===== config.mk =====
export PLATFORM = sky130hd
export DESIGN_NAME = bu_arbiter
export DESIGN_NICKNAME = d
export VERILOG_FILES = /design/src/rtl/bu_arbiter.sv
export SDC_FILE = /design/constraint.sdc
export NUM_CORES = 1
export LEC_CHECK = 0
export ABC_AREA = 1
export CAP_MARGIN = 20
export CORE_MARGIN = 2
export CORE_UTILIZATION = 58
export DETAILED_ROUTE_END_ITERATION = 10
export DONT_BUFFER_PORTS = 1
export PLACE_DENSITY = 0.74
export SYNTH_ARGS = -nofsm -noshare
export SYNTH_HDL_FRONTEND = slang
export SYNTH_SLANG_ARGS = --single-unit

===== constraint.sdc =====
create_clock -name clk -period 2.2 [get_ports clk]
set_clock_uncertainty 0.05 [all_clocks]
set_input_delay 0.44 -clock clk [delete_from_list [all_inputs] [get_ports clk]]
set_output_delay 0.44 -clock clk [all_outputs]
set_load 0.01 [all_outputs]

===== src/rtl/bu_arbiter.sv =====
// Round-robin AHB bus arbiter: grants one requester at a time, never switches
// mid-transfer, and can ask a long-running owner to yield via preempt_req.
`timescale 1ns/1ps
module bu_arbiter #(
  parameter int NREQ     = 3,
  parameter int HOLD_MAX = 64,
  parameter int IDW      = 3
) (
  input  logic            clk,
  input  logic            rst_n,
  input  logic [NREQ-1:0] bus_req,
  input  logic [NREQ-1:0] bus_lock,
  input  logic [1:0]      own_htrans,
  input  logic            hready,
  output logic [NREQ-1:0] bus_ack,
  output logic [IDW-1:0]  owner_id,
  output logic            bus_busy,
  output logic [NREQ-1:0] preempt_req
);

  localparam int              HW       = (HOLD_MAX == 0) ? 1 : $clog2(HOLD_MAX + 1);
  localparam logic [HW-1:0]   HOLD_LIM = HW'(HOLD_MAX);
  localparam logic [IDW-1:0]  LAST_ID  = IDW'(NREQ - 1);

  typedef enum logic [1:0] {ST_IDLE, ST_OWN, ST_DRAIN} state_t;

  state_t          state_reg, state_next;
  logic [NREQ-1:0] bus_ack_reg, bus_ack_next;
  logic [IDW-1:0]  owner_id_reg, owner_id_next;
  logic [IDW-1:0]  rr_ptr_reg, rr_ptr_next;
  logic [HW-1:0]   hold_cnt_reg, hold_cnt_next;
  logic [NREQ-1:0] preempt_reg, preempt_next;
  logic            busy_reg, busy_next;

  logic [NREQ-1:0] other_req;
  logic            owner_req, owner_lock, force_rel;
  logic            pick_valid;
  logic [IDW-1:0]  pick_id, cand;
  logic [NREQ-1:0] pick_onehot;

  // bus_ack_reg doubles as the owner's one-hot mask while in OWN
  genvar gi;
  generate
    for (gi = 0; gi < NREQ; gi++) begin : g_other
      assign other_req[gi] = bus_req[gi] & ~bus_ack_reg[gi];
    end
  endgenerate

  assign owner_req  = |(bus_req & bus_ack_reg);
  assign owner_lock = |(bus_lock & bus_ack_reg);
  assign force_rel  = (|preempt_reg) && (own_htrans == 2'b00) && hready;

  // Scan rr_ptr+1, rr_ptr+2, ... with an explicit wrap so any NREQ works
  always_comb begin
    pick_valid  = 1'b0;
    pick_id     = '0;
    pick_onehot = '0;
    cand        = rr_ptr_reg;
    for (int i = 0; i < NREQ; i++) begin
      cand = (cand >= LAST_ID) ? '0 : cand + IDW'(1);
      for (int j = 0; j < NREQ; j++) begin
        if (!pick_valid && (cand == IDW'(j)) && bus_req[j]) begin
          pick_valid     = 1'b1;
          pick_id        = cand;
          pick_onehot    = '0;
          pick_onehot[j] = 1'b1;
        end
      end
    end
  end

  always_comb begin
    state_next    = state_reg;
    bus_ack_next  = bus_ack_reg;
    owner_id_next = owner_id_reg;
    rr_ptr_next   = rr_ptr_reg;
    hold_cnt_next = hold_cnt_reg;
    busy_next     = busy_reg;
    preempt_next  = '0;
    case (state_reg)
      ST_IDLE: begin
        if (pick_valid) begin
          state_next    = ST_OWN;
          bus_ack_next  = pick_onehot;
          owner_id_next = pick_id;
          hold_cnt_next = '0;
          busy_next     = 1'b1;
        end
      end
      ST_OWN: begin
        if (!owner_req || force_rel) begin
          state_next   = ST_DRAIN;
          bus_ack_next = '0;
        end else begin
          if (hold_cnt_reg != HOLD_LIM) hold_cnt_next = hold_cnt_reg + HW'(1);
          // Recomputed every cycle so a withdrawn request or new lock cancels it
          if ((HOLD_MAX != 0) && (hold_cnt_reg == HOLD_LIM) && (|other_req) && !owner_lock)
            preempt_next = bus_ack_reg;
        end
      end
      ST_DRAIN: begin
        if (hready) begin
          state_next  = ST_IDLE;
          rr_ptr_next = owner_id_reg;
          busy_next   = 1'b0;
        end
      end
      default: begin
        state_next   = ST_IDLE;
        bus_ack_next = '0;
        busy_next    = 1'b0;
      end
    endcase
  end

  always_ff @(posedge clk or negedge rst_n) begin
    if (!rst_n) begin
      state_reg    <= ST_IDLE;
      bus_ack_reg  <= '0;
      owner_id_reg <= '0;
      rr_ptr_reg   <= LAST_ID;
      hold_cnt_reg <= '0;
      preempt_reg  <= '0;
      busy_reg     <= 1'b0;
    end else begin
      state_reg    <= state_next;
      bus_ack_reg  <= bus_ack_next;
      owner_id_reg <= owner_id_next;
      rr_ptr_reg   <= rr_ptr_next;
      hold_cnt_reg <= hold_cnt_next;
      preempt_reg  <= preempt_next;
      busy_reg     <= busy_next;
    end
  end

  assign bus_ack     = bus_ack_reg;
  assign owner_id    = owner_id_reg;
  assign bus_busy    = busy_reg;
  assign preempt_req = preempt_reg;

endmodule


### After elaboration in Yosys (flattened, before gate mapping)

Cells that the tools add are included.

* register bits: 22
* bits in latches: 0
* memory bits (writable): 0
* bits in read-only memories: 0
* input port bits: 11
* output and inout bits: 10
* logic and storage cells: 134
* memories: 0

* $add $sub $neg: 4
* $mul: 0
* div/mod/pow operators: 0
* order comparisons: 3
* eq/ne operators: 15
* shift-type cells: 0
* multiplexer cells: 47
* bitwise gates (word level): 10
* reductions and logical operators: 48

Operator list (count)
* $mux W3: 24
* $logic_and A1 B1 Y1: 21
* $mux W7: 3
* $pmux W7 S2: 1
* $mux W1: 12
* $reduce_or A3 Y1: 4
* $logic_not A1 Y1: 10
* $ne A2 B2 Y1 const B: 5
* $add A3 B1 Y3 const B: 3
* $eq A3 B1 Y1 const B: 3
* $eq A3 B2 Y1 const B: 3
* $ge A3 B2 Y1 const B: 3
* $logic_not A3 Y1: 3
* $pmux W3 S3: 1
* $reduce_and A3 Y1: 3
* $mux W2: 4
* $add A7 B1 Y7 const B: 1
* $eq A7 B7 Y1 const B: 1
* $ne A7 B7 Y1 const B: 1
* $and A3 B3 Y3: 2
* $pmux W2 S3: 1
* $not A1 Y1: 5
* $logic_not A2 Y1: 2
* $reduce_and A2 Y1: 2
* 7 further kinds: 9

### Longest topological paths before layout

Gate-level depths: netlist (run 1).

* word-level depth: 39
* mapped depth: 13
* mapped depth without buffers: 13

### Worst setup path before layout (run 1)

OpenSTA, ideal clock, no wires.

* path type: register to register
* start: reg rr_ptr_reg[1]
* end: reg hold_cnt_reg[0]
* library setup time: 118 ps
* arrival: 1762 ps
* data required time: 2032 ps
* slack: 270 ps
* stages on the path, launching flop included: 12
* path buffers: 0
* clock period less this slack: 1930 ps
* cell sequence: dfstp_2 ha_1 o21ai_1 clkinv_1 nand2_1 nand4_2 nor2_4 nand3_2 nand2_2 nand2_2 nand2_1 nand2_1

* longest elaborated chain between the ends: 39
* elaborated cells on any way between the ends: 54
* classes of those cells: add/sub: 3; order compare: 3; eq/ne: 7; mux: 12; reduce/logical: 29

Ends and longest elaborated chain
* from (decl): RTL line 30 `logic [IDW-1:0] rr_ptr_reg, rr_ptr_next;`
* from (signal assigned): RTL line 129 `rr_ptr_reg <= rr_ptr_next;`
* $add A3 B1 Y3 / $ge A3 B2 Y1 (equally long branches): RTL line 60 `cand = (cand >= LAST_ID) ? '0 : cand + IDW'(1);`
* $mux W3 (*): RTL line 60
* $logic_not A3 Y1: RTL line 62 `if (!pick_valid && (cand == IDW'(j)) && bus_req[j]) begin`
* $logic_and A1 B1 Y1: RTL line 62
* $mux W1: RTL line 62
* $logic_not A1 Y1: RTL line 62
* $logic_and A1 B1 Y1 (2 in series): RTL line 62
* $mux W1: RTL line 62
* (+20 left out)
* $logic_not A1 Y1: RTL line 62
* $logic_and A1 B1 Y1 (2 in series): RTL line 62
* $mux W1: RTL line 62
* $logic_not A1 Y1: RTL line 62
* $logic_and A1 B1 Y1 (2 in series): RTL line 62
* $mux W1 (*): RTL line 62
* $ne A2 B2 Y1 (no line) (*)
* $reduce_and A4 Y1 (no line) (*)
* to (signal assigned): RTL line 130 `hold_cnt_reg <= hold_cnt_next;`
* to (decl): RTL line 31 `logic [HW-1:0] hold_cnt_reg, hold_cnt_next;`

Every way passes the cells marked *; elsewhere a longest branch is shown, timed or not.
A chain may end at the register's enable or synchronous reset.

### Worst setup path after layout (run 1)

* start: reg rr_ptr_reg[1]
* end: reg hold_cnt_reg[6]

The elaborated chain is that of the path after synthesis.

==> run metrics, run 1 <==
clk sink count 22; initial antenna violation count 0; crit path kind flip-flop to flip-flop; Setup WS pre-CTS -0.01652 ns; post-route cell area 1464 sq um; met3 WL 151 microns; Die H 51.66 microns; TritonCTS clock tree yes; commonest cells in the netlist 51 x nand2_1, 21 x dfrtp_1, 21 x inv_1; crit-path cells ha_4 > o21ai_1 > clkinv_1 > nand2_2 > nand4_4 > nor2_4 > nand3_4 > nand2_4 > nand2_4 > nand2_1 > nand2_1; initial DRC count 33; vias in the first global route 1082; drt total wl 2.891 mm; Clock Latency Late Sink 0.32 ns; Pwr Total 1.954 mW; Root Buffer clkbuf_4; hpwl dp 2.080 mm; Slew @ Worst Pin 0.5276 ns; DRC 0; # diodes 0; Area after DPL 1349 sq um; met2 wire length 1.291 mm; final setup fails 0; share of Yosys cell area claimed by the top area cell type 39.89%; largest net degree at the start of global routing 23; Initial Util 60.73%; Fin. Hold Viols 0; Pwr Density 1335 nW/um^2; global-route wire length before repair 4.560 mm; final hold slack 0.2807 ns; status completed; LEAKAGE 0.7338 nW; Hold Crit Class primary input to flip-flop; DR top layer met4; Slowest-stage cell, CP dfstp_2; Netlist cell types 28; max-slew violations 0; ys async rst share 100.0%; Mapped Area 1318 sq um; Seq/Total Area, Yosys 41.88%; Util after Layout 67.47%; CTS Buf Count 3; most common cell in the netlist nand2_1; site row count 17; RePlAce Congestion 0.8924; CTS Buffer Depth 2; Syn Inst Count 175; CP arrival 2.33 ns; port buffer count 0; syn avg cell area 7.529 sq um; M1 wire length 1.399 mm; post-layout min period 2.161 ns; Die X 51.66 microns; number of nets still failing antenna checks after routing 0; Core ar. 2170 sq um; max reg flops 7; worst stage delay on the critical path 0.60 ns; via count 1166; Max Freq 462.7 MHz; CP Launch Type flip-flop; Post-synth EDFFs 0; VDD IR max 0.0009925 V; 1st-pass router iterations 4; non-filler cells, final 212; vias per cell 5.500; setup ws final 0.03860 ns; total grt overflow 0; Placed Instances 203; Ports 21; share of cells above drive strength 1 13.59%; Slew headroom 64.69%; #FFs+latches synth 22; Worst Setup End Kind flip-flop; Clock Pin Slew Worst Setup and Hold Paths 0.12 ns; maxcap violations 0; Tcrit/Tclk final 98.25%; crit path buf inv count 1; cell family with most CP delay simple AND/OR/NAND/NOR gates; H-tree lvl count 1; Yosys top cell by area dfrtp_1; Synth area leaders dfrtp_1 40%, nand2_1 15%, nand3_1 6.5%; Crit path required time 2.37 ns; syn nets 189; DR WL/cell 13.64 microns; nets 199; area grow syn2layout 11.11%; worst-path fanout max 8; Tot GR Track Use 23.41%; setup TNS 0 ns; Synthesis Warnings 0; ys flop type dfrtp_1; fillers 192; die area 2669 sq um
-- power breakdown --
| part | internal, mW | leakage, nW | switching [mW] |
|---|---|---|---|
| logic | 0.421 | 0.427 | 0.697 |
| clock network | 0.0710 | 0.0150 | 0.128 |
| registers | 0.511 | 0.292 | 0.127 |
-- cells by family (layout without fill, tap and decap cells) --
group,count (synthesis),count (layout),share of synthesized area [%]
adders and majority gates,3,3,2.849
muxes,2,2,1.709
DFF,22,22,41.88
xor gates and xnor gates,1,1,0.6649
AOI/OAI and AO/OA,18,18,8.452
and+or+nand+nor,103,103,36.47
buffers and inverters,26,35,7.978
-- layer usage --
layer	GRT usage (%)	up-vias
li1	-	584
met1	31.52	541
met2	36.97	36
met3	4.023	5
met4	10.53	0
met5	0	-
-- worst register-to-register path: stages (launching register included) --
cell	delay, ns
dfstp_2	0.60
ha_4	0.21
o21ai_1	0.14
clkinv_1	0.13
nand2_2	0.14
nand4_4	0.13
nor2_4	0.17
nand3_4	0.10
nand2_4	0.13
nand2_4	0.09
nand2_1	0.10
nand2_1	0.06
-- final cells by class --
type	instances	area (sq um)	share of cell area [%]
inverters	25	93.84	6.410
repair buffers	6	55.05	3.761
multi-input cells	127	701.9	47.95
clock buffers	4	26.28	1.795
flip-flops and latches	22	551.8	37.69
well taps	28	35.03	2.393
-- layout by cell type, fill, tap and decap left out, types with 2 or more instances in the layout --
| master | n |
|---|---|
| nand2_4 | 2 |
| clkbuf_4 | 3 |
| nand2_1 | 50 |
| nor3_1 | 7 |
| inv_2 | 2 |
| buf_4 | 4 |
| nor2_4 | 3 |
| dfrtp_1 | 21 |
| mux2_2 | 2 |
| nand3_1 | 17 |
| nand2_2 | 3 |
| a21oi_1 | 5 |
| ha_1 | 2 |
| clkinv_1 | 2 |
| nor3b_1 | 3 |
| nor2_1 | 14 |
| o21ai_1 | 2 |
| inv_1 | 21 |
| o21ai_0 | 6 |
-- worst paths after layout --
kind | startpoint | endpoint | slack (ns) | cells past startpoint
min in group asynchronous | rst_n | state_reg[1] | 0.42 | 1
min reg2reg | hold_cnt_reg[3] | hold_cnt_reg[3] | 0.51 | 2
max reg2reg | rr_ptr_reg[1] | hold_cnt_reg[6] | 0.04 | 11
max in group asynchronous | rst_n | rr_ptr_reg[1] | 1.15 | 2
max | rr_ptr_reg[1] | hold_cnt_reg[6] | 0.04 | 11
min | hready | state_reg[1] | 0.28 | 3
-- timing repair --
item                                    4_1_cts  5_1_grt
hold endpoints to repair                     22        0
endpoints found under the setup margin        7       11
hold buffers                                  1        0
pin swaps                                     0        3
setup buffers                                 0        3
gates resized for setup                       1        5
No activity file was read; power rests on OpenSTA's default activity.
==> run 2: changes to the inputs <==
- SLEW_MARGIN: not set -> 0
==> results of run 2 <==
No change in the layout: final DEF, timing and power equal those of run 1.
